--- src/rtl/lcd_menu_seq_pkg.sv ---
// lcd_menu_pkg: LCD command constants, sequencer states and the menu text table.
package lcd_menu_pkg;
  localparam logic [7:0] CMD_CLEAR = 8'h01;
  localparam logic [7:0] CMD_LINE1 = 8'h80;
  localparam logic [7:0] CMD_LINE2 = 8'hC0;
  typedef enum logic [2:0] {S_IDLE, S_CLEAR, S_ADDR1, S_LINE1, S_ADDR2, S_LINE2, S_FINISH} state_t;
  // Strings are right-aligned in s, so len locates the first character; pages without text read as blanks.
  function automatic logic [7:0] menu_char(input int page, input logic line, input int col);
    logic [127:0] s;
    int len;
    s = '0;
    len = 0;
    case (page * 2 + int'(line))
      0: begin s = "MAIN MENU"; len = 9; end
      1: begin s = "UP/DN TO BROWSE"; len = 15; end
      2: begin s = "STATUS"; len = 6; end
      3: begin s = "ALL SYSTEMS OK"; len = 14; end
      4: begin s = "SETTINGS"; len = 8; end
      5: begin s = "CONTRAST 50%"; len = 12; end
      6: begin s = "ABOUT"; len = 5; end
      7: begin s = "LCD MENU V1.0"; len = 13; end
      default: begin s = '0; len = 0; end
    endcase
    return col < len ? s[8 * (len - 1 - col) +: 8] : 8'h20;
  endfunction
endpackage

--- src/rtl/lcd_menu_seq_if.sv ---
// lcd_menu_seq_if: command/data handshake between the menu sequencer and the LCD timing driver.
interface lcd_menu_seq_if;
  logic [7:0] dbi;
  logic       wr;
  logic [7:0] direc;
  logic       dr;
  logic       ack;
  modport master(output dbi, wr, direc, dr, input ack);
  modport slave(input dbi, wr, direc, dr, output ack);
endinterface

--- src/rtl/lcd_menu_seq_rom.sv ---
// lcd_menu_rom: combinational character lookup into the menu text table.
module lcd_menu_rom import lcd_menu_pkg::*; #(
  parameter int PW = 2,
  parameter int CW = 4
) (
  input  logic [PW-1:0] page_i,
  input  logic          line_i,
  input  logic [CW-1:0] col_i,
  output logic [7:0]    ch_o
);
  always_comb ch_o = menu_char(int'(page_i), line_i, int'(col_i));
endmodule

--- src/rtl/lcd_menu_seq.sv ---
// lcd_menu_seq: multi-page two-line LCD menu writer with wrap-around navigation and ack back-pressure.
module lcd_menu_seq import lcd_menu_pkg::*; #(
  parameter int         N_PAGES      = 4,
  parameter int         LINE_CHARS   = 16,
  parameter logic [7:0] LINE1_ADDR   = CMD_LINE1,
  parameter logic [7:0] LINE2_ADDR   = CMD_LINE2,
  parameter bit         POWERUP_DRAW = 1
) (
  input  logic                       clk,
  input  logic                       rst,
  input  logic                       wrmenu,
  input  logic                       up,
  input  logic                       down,
  lcd_menu_seq_if.master             lcd,
  output logic [$clog2(N_PAGES)-1:0] page,
  output logic                       menu_busy,
  output logic                       done
);
  localparam int PW = $clog2(N_PAGES);
  localparam int CW = LINE_CHARS > 1 ? $clog2(LINE_CHARS) : 1;
  localparam logic [PW-1:0] LAST_PAGE = PW'(N_PAGES - 1);
  localparam logic [CW-1:0] LAST_COL = CW'(LINE_CHARS - 1);
  state_t state_q, state_d;
  logic [PW-1:0] page_q, page_d;
  logic [CW-1:0] col_q, col_d;
  logic pwr_q, pwr_d;
  logic [7:0] ch;
  lcd_menu_rom #(.PW(PW), .CW(CW)) u_rom (
    .page_i(page_q),
    .line_i(state_q == S_LINE2),
    .col_i (col_q),
    .ch_o  (ch)
  );
  always_ff @(posedge clk or negedge rst)
    if (!rst) begin
      state_q <= S_IDLE;
      page_q  <= '0;
      col_q   <= '0;
      pwr_q   <= POWERUP_DRAW;
    end else begin
      state_q <= state_d;
      page_q  <= page_d;
      col_q   <= col_d;
      pwr_q   <= pwr_d;
    end
  always_comb begin
    state_d   = state_q;
    page_d    = page_q;
    col_d     = col_q;
    pwr_d     = pwr_q;
    lcd.wr    = 1'b0;
    lcd.dr    = 1'b0;
    lcd.dbi   = 8'h00;
    lcd.direc = 8'h00;
    page      = page_q;
    menu_busy = state_q != S_IDLE;
    done      = state_q == S_FINISH;
    case (state_q)
      S_IDLE:
        if (pwr_q) begin
          pwr_d   = 1'b0;
          state_d = S_CLEAR;
        end else if (up ^ down) begin
          page_d  = up ? (page_q == LAST_PAGE ? '0 : page_q + 1'b1)
                       : (page_q == '0 ? LAST_PAGE : page_q - 1'b1);
          state_d = S_CLEAR;
        end else if (wrmenu && !up && !down) state_d = S_CLEAR;
      S_CLEAR: begin
        lcd.dr    = 1'b1;
        lcd.direc = CMD_CLEAR;
        state_d   = lcd.ack ? S_ADDR1 : S_CLEAR;
      end
      S_ADDR1, S_ADDR2: begin
        lcd.dr    = 1'b1;
        lcd.direc = state_q == S_ADDR1 ? LINE1_ADDR : LINE2_ADDR;
        col_d     = lcd.ack ? '0 : col_q;
        state_d   = !lcd.ack ? state_q : state_q == S_ADDR1 ? S_LINE1 : S_LINE2;
      end
      S_LINE1, S_LINE2: begin
        lcd.wr  = 1'b1;
        lcd.dbi = ch;
        if (lcd.ack) begin
          col_d   = col_q == LAST_COL ? col_q : col_q + 1'b1;
          state_d = col_q != LAST_COL ? state_q : state_q == S_LINE1 ? S_ADDR2 : S_FINISH;
        end
      end
      default: state_d = S_IDLE;
    endcase
  end
endmodule

--- src/flat_wrapper.sv ---
// flat-port wrapper written by rule: the top's interface ports become plain ports
module lcd_menu_seq_flat import lcd_menu_pkg::*;
#(
  parameter int         N_PAGES      = 4,
  parameter int         LINE_CHARS   = 16,
  parameter logic [7:0] LINE1_ADDR   = CMD_LINE1,
  parameter logic [7:0] LINE2_ADDR   = CMD_LINE2,
  parameter bit         POWERUP_DRAW = 1
)
  (clk, rst, wrmenu, up, down, page, menu_busy, done, lcd_dbi, lcd_wr, lcd_direc, lcd_dr, lcd_ack);
  lcd_menu_seq_if lcd_i ();
  input  logic clk;
  input  logic rst;
  input  logic wrmenu;
  input  logic up;
  input  logic down;
  output logic [$clog2(N_PAGES)-1:0] page;
  output logic menu_busy;
  output logic done;
  output wire logic [$bits(lcd_i.dbi)-1:0] lcd_dbi;
  output wire logic [$bits(lcd_i.wr)-1:0] lcd_wr;
  output wire logic [$bits(lcd_i.direc)-1:0] lcd_direc;
  output wire logic [$bits(lcd_i.dr)-1:0] lcd_dr;
  input wire logic [$bits(lcd_i.ack)-1:0] lcd_ack;
  assign lcd_dbi = lcd_i.dbi;
  assign lcd_wr = lcd_i.wr;
  assign lcd_direc = lcd_i.direc;
  assign lcd_dr = lcd_i.dr;
  assign lcd_i.ack = lcd_ack;
  lcd_menu_seq #(.N_PAGES(N_PAGES), .LINE_CHARS(LINE_CHARS), .LINE1_ADDR(LINE1_ADDR), .LINE2_ADDR(LINE2_ADDR), .POWERUP_DRAW(POWERUP_DRAW)) u_core (.clk(clk), .rst(rst), .wrmenu(wrmenu), .up(up), .down(down), .lcd(lcd_i), .page(page), .menu_busy(menu_busy), .done(done));
endmodule
--- config.mk ---
export PLATFORM = sky130hd
export DESIGN_NAME = lcd_menu_seq_flat
export DESIGN_NICKNAME = d
export VERILOG_FILES = /design/src/rtl/lcd_menu_seq_pkg.sv /design/src/rtl/lcd_menu_seq_if.sv /design/src/rtl/lcd_menu_seq_rom.sv /design/src/rtl/lcd_menu_seq.sv /design/src/flat_wrapper.sv
export SDC_FILE = /design/constraint.sdc
export NUM_CORES = 1
export LEC_CHECK = 0
export BUFFER_PORTS_ARGS = -buffer_cell sky130_fd_sc_hd__buf_2
export CAP_MARGIN = 15
export CORE_AREA = 2 2 68 70
export CTS_CLUSTER_SIZE = 40
export DETAILED_ROUTE_END_ITERATION = 16
export DIE_AREA = 0 0 70 72
export PLACE_DENSITY = 0.7
export SLEW_MARGIN = 20
export SYNTH_ARGS = -nofsm -noshare
export SYNTH_HDL_FRONTEND = slang
export SYNTH_SLANG_ARGS = --single-unit
--- constraint.sdc ---
create_clock -name clk -period 8.2 [get_ports clk]
set_input_delay 0.82 -clock clk [delete_from_list [all_inputs] [get_ports clk]]
set_output_delay 0.82 -clock clk [all_outputs]
set_load 0.05 [all_outputs]
# Word level (Yosys, flattened, before mapping)
# Memory sizes are Yosys's and may differ from the RTL's.
# Index checks and enable logic that the tools add are counted.
# word_totals
regBits,10
romBits,752
mem_count,1
# mem_list
name,words,word_bits,read_ports,rd_ports_with_merged_regs,write_ports,line_no,rtl
(no name shown),8,94,1,0,0,lcd_menu_seq_pkg.sv:13,case (page * 2 + int'(line))
# classes
n_addsub,6
n_lt_le_gt_ge,1
eq_ne,14
shifts,1
mux,24
n_bitwise,2
reduce_logical,15
# op_table
cell,count
2-to-1 mux 160 bit,1
variable part select 128 x 32 -> 8 bit,1
less-than comparator 5 x 32 -> 1 bit,1
logical NOT 29 bit,1
subtractor 29 x 2 -> 29 bit (second input constant),1
subtractor 29 x 5 -> 29 bit,1
2-to-1 mux 3 bit,7
2-to-1 mux 8 bit,2
one-hot mux 8 bit (2 select lines),1
2-to-1 mux 4 bit,3
one-hot mux 3 bit (4 select lines),1
2-to-1 mux 2 bit,5
equality test 3 bit (second input constant),3
inequality test 2 bit (second input constant),4
one-hot mux 4 bit (2 select lines),1
AND reduction 4 bit,2
2-to-1 mux 7 bit,1
equality test 3 x 2 -> 1 bit (second input constant),2
adder 3 x 1 -> 4 bit,1
adder 4 x 1 -> 4 bit (second input constant),1
equality test 4 bit (second input constant),1
inequality test 4 x 1 -> 1 bit (second input constant),1
inequality test 4 bit (second input constant),1
OR reduction 2 bit,2
other kinds (15),18

# Depth between registers and ports, before layout
# depth
depth_word,9
mapped_depth,14

# Cells and area by module
# A second synthesis with hierarchy kept.
# hier_totals
cells_unflattened,337
hier_area_um2,2378.5
# modules_own_cells
mod,instances,cells_each,area_each_um2,seq_area_each_um2
lcd_menu_rom,1,245,1605.3,0.0
lcd_menu_seq,1,92,773.2,251.5

# Least setup slack after synthesis
# Ideal clock, no wire load.
# synth_path
path_type,flip-flop to output port
from,"reg u_core.page_q[0], in the netlist u_core.page[0]"
to,out lcd_dbi[3]
arrival_ns,4.449
t_required_ns,7.380
setup_slack_ns,2.931
stages_incl_launch_ff,12
path_buffers,2
cell_sequence,dfrtp_1 > clkbuf_1 > inv_1 > ha_1 > inv_1 > ha_1 > fa_1 > xnor2_1 > clkbuf_1 > o311ai_0 > o311a_1 > nor3b_1
# synth_via
elab_chain_len,8
# synth_lines
element,line_no,rtl
"start, declared",lcd_menu_seq.sv:24,"logic [PW-1:0] page_q, page_d;"
"start signal, assigned",lcd_menu_seq.sv:42,page_q <= page_d;
adder 3 x 1 -> 4 bit (*),lcd_menu_seq_pkg.sv:13,
memory read (8 x 94 bit) or logical NOT 29 bit (tied branches),--,
2-to-1 mux 160 bit (*),lcd_menu_seq_pkg.sv:13,
subtractor 29 x 2 -> 29 bit,lcd_menu_seq_pkg.sv:24,return col < len ? s[8 * (len - 1 - col) +: 8] : 8'h20;
subtractor 29 x 5 -> 29 bit,lcd_menu_seq_pkg.sv:24,
variable part select 128 x 32 -> 8 bit,lcd_menu_seq_pkg.sv:24,
2-to-1 mux 8 bit (*),lcd_menu_seq_pkg.sv:24,
2-to-1 mux 8 bit (*),lcd_menu_seq.sv:58,case (state_q)
"end, declared",flat_wrapper.sv:20,output wire logic [$bits(lcd_i.dbi)-1:0] lcd_dbi;
# Every way passes the cells marked *; elsewhere a longest branch is shown, timed or not.

# Worst setup path after layout
# layout_path
from,reg u_core.state_q[1]
to,out lcd_dbi[1]
# layout_via
elab_chain_len,9
# layout_lines
element,line_no,rtl
"start, declared",lcd_menu_seq.sv:23,"state_t state_q, state_d;"
"start signal, assigned",lcd_menu_seq.sv:41,state_q <= state_d;
equality test 3 bit,"lcd_menu_seq.sv:30, lcd_menu_seq.sv:58",
adder 3 x 1 -> 4 bit,lcd_menu_seq_pkg.sv:13,
memory read (8 x 94 bit) or logical NOT 29 bit (tied branches),--,
2-to-1 mux 160 bit,lcd_menu_seq_pkg.sv:13,
subtractor 29 x 2 -> 29 bit,lcd_menu_seq_pkg.sv:24,
subtractor 29 x 5 -> 29 bit,lcd_menu_seq_pkg.sv:24,
variable part select 128 x 32 -> 8 bit,lcd_menu_seq_pkg.sv:24,
2-to-1 mux 8 bit,lcd_menu_seq_pkg.sv:24,
2-to-1 mux 8 bit (*),lcd_menu_seq.sv:58,
# Marked as above.

==> flow_metrics.tcl <==
set metrics [dict create \
    slew_headroom 0.277 \
    post_cts_buffers 0 \
    grt_overflow 0 \
    die_width_microns 70 \
    yosysTopAreaCellShare 0.106 \
    gp_congestion 0.917 \
    path_max_fanout 32 \
    slowest_stage "fa_1" \
    hp-class "primary input to asynchronous set/reset pin" \
    cp_top_family "adder cells" \
    fin_tns_setup_ns 0 \
    crit_chain "and3b_1, inv_4, ha_1, inv_1, nand2_1, inv_1, fa_1, inv_1, or3_1, a311o_1, o31ai_1, buf_2" \
    root_buffer "clkbuf_8" \
    crit_top_cell "inv_1" \
    antenna_cells 0 \
    timing.max_cap.violations 0 \
    drc_errors 0 \
    htree_levels 1 \
    fp.coreArea_sq_um 4260 \
    async_flop_share 1.00 \
    cts_tree "built" \
    r2r_start "u_core.state_q[0]" \
    drt_pass1_iterations 5 \
    synth_seq_cells 10 \
    area_growth_pct 5.28 \
    io_pins 28 \
    slowest_delay_ns 1.23 \
    dieArea_sq_um 5040 \
    ctsResizeCount 0 \
    placed_cells 348 \
    setup-violations-final 0 \
    clk_pin_slew_ns 0.05 \
    fin_crit_ns 5.35 \
    reg2reg_slack_ns 5.99 \
    clock-sinks 10 \
    synth-seq-area-share 0.118 \
    tritoncts.num_buffers 3 \
    numPortBuffers 21 \
    synth_warnings 0 \
    maxSlewViolCount 0 \
    rows 24 \
    min_period_over_period 0.653 \
    design_area_sq_um 2250 \
    final_nets 325 \
    insertion_delay_ns 0.24 \
    r2r_cells 5 \
    synth_top_cell_by_area "dfrtp_1" \
    synthTopCellsByArea "dfrtp_1 11%, ha_1 10%, o21ai_0 4.9%, a21oi_1 4.5%, mux4_2 4.2%" \
    synth.most_common_cell "nor2_1" \
    grt_usage 0.227 \
    drive_gt1_frac 0.120 \
    worst_pin_slew_ns 1.08 \
    hpwl_microns 4170 \
    arrival_ns 4.53 \
    num_vias 2293 \
    drt-total-wl_microns 5710 \
    path_buf_inv 5 \
    start_util 0.500 \
    synthesis.area_sq_um 2130 \
    required_ns 7.38 \
    r2r_end "u_core.state_q[0]" \
    syn_inst 297 \
    ys_top_cells_by_count "23 x nor2_1, 21 x o21ai_0, 20 x inv_1, 19 x a21oi_1" \
    skew_ns 0.00851 \
    end_kind "primary output" \
    hold_viol 0 \
    grt_pass1_wl_microns 9450 \
    status "finished clean" \
    critPathKind "flop to primary output" \
    avgSynthCellArea_sq_um 7.18 \
    hold_buffers 0 \
    drtIter0Drc 364 \
    die_y_microns 72 \
    grt_pass1_vias 1993 \
    yosys_most_used_dff "dfrtp_1" \
    max_freq_mhz 187 \
    rsz0062_at_grt "no" \
    place_area_sq_um 2200 \
    crit_path_start_kind "flop" \
    grt_max_degree 45 \
    antenna_left 0 \
    synth_edf_count 0 \
    antenna_found_initial 0 \
    wl_per_cell_microns 16.2 \
    clock_path_buffers 2 \
    final_cell_count_no_fill 352 \
    synth.distinct_cells 62 \
    via_per_inst 6.51 \
]
metal layers:
metal / vias up / wire, microns / GRT usage
met1: 1050 / 2480 / 0.318
met5: - / 0 / 0
met3: 22 / 440 / 0.0264
met2: 118 / 2580 / 0.353
li1: 1103 / - / -
met4: 0 / 206 / 0.105
cell families after synthesis:
group                      synth area share
xor gates and xnor gates             0.0246
AOI/OAI and AO/OA                     0.344
buffers and inverters                 0.111
muxes                                0.0657
adders and majority gates             0.109
DFF                                   0.118
other                               0.00176
and+or+nand+nor                       0.226
sequential cells by signal, indices dropped and copies added, names as in the netlist:
| register | cells |
|---|---|
| u_core.col_q | 4 |
| u_core.state_q | 3 |
| u_core.page | 2 |
| u_core.pwr_q | 1 |
cell type report:
type / count / area [sq um]
inverter: 22 / 85.1
multi-input combinational: 239 / 1660
fill: 404 / 2020
sequential: 10 / 251
tap: 52 / 65.1
timing repair buffer: 25 / 135
clock buffer: 4 / 45.0
layout by cell type (no fill, tap or decap), types with 5 or more instances in the layout:
cell type and n:
nand3_1 10, ha_1 17, buf_2 21, o211ai_1 7, nor2b_1 10, a211oi_1 6
o31ai_1 5, nor3_1 5, dfrtp_1 9, and2_1 7, nor2_1 23, o21ai_0 21
o22ai_1 8, a21oi_1 19, conb_1 6, nand2_1 17, mux2i_1 5, nand2b_1 6
inv_1 20
worst max path at each step:
| stage | startpoint | slack [ns] | cells past startpoint | endpoint |
|---|---|---|---|---|
| floorplan | u_core.page[0] | 2.93 | 11 | lcd_dbi[3] |
| global placement | u_core.page[0] | 3.26 | 10 | lcd_dbi[1] |
| detailed placement | u_core.state_q[2] | 3.12 | 12 | lcd_dbi[1] |
| CTS | u_core.page[0] | 2.89 | 10 | lcd_dbi[1] |
| global route | u_core.state_q[0] | 2.53 | 12 | lcd_dbi[1] |
| finish | u_core.state_q[1] | 2.85 | 12 | lcd_dbi[1] |
metrics by stage:
step                hold slack, ns  utilization  setup slack, ns
floorplan                    0.473            -             2.93
global placement             0.485        0.516             3.26
detailed placement           0.485        0.516             3.12
CTS                          0.439        0.527             2.89
global route                 0.442        0.527             2.53
finish                       0.431        0.527             2.85
Power is left out: the tool's default activity adds up to more than one toggle a clock period on the data nets, which glitch-free logic cannot reach.
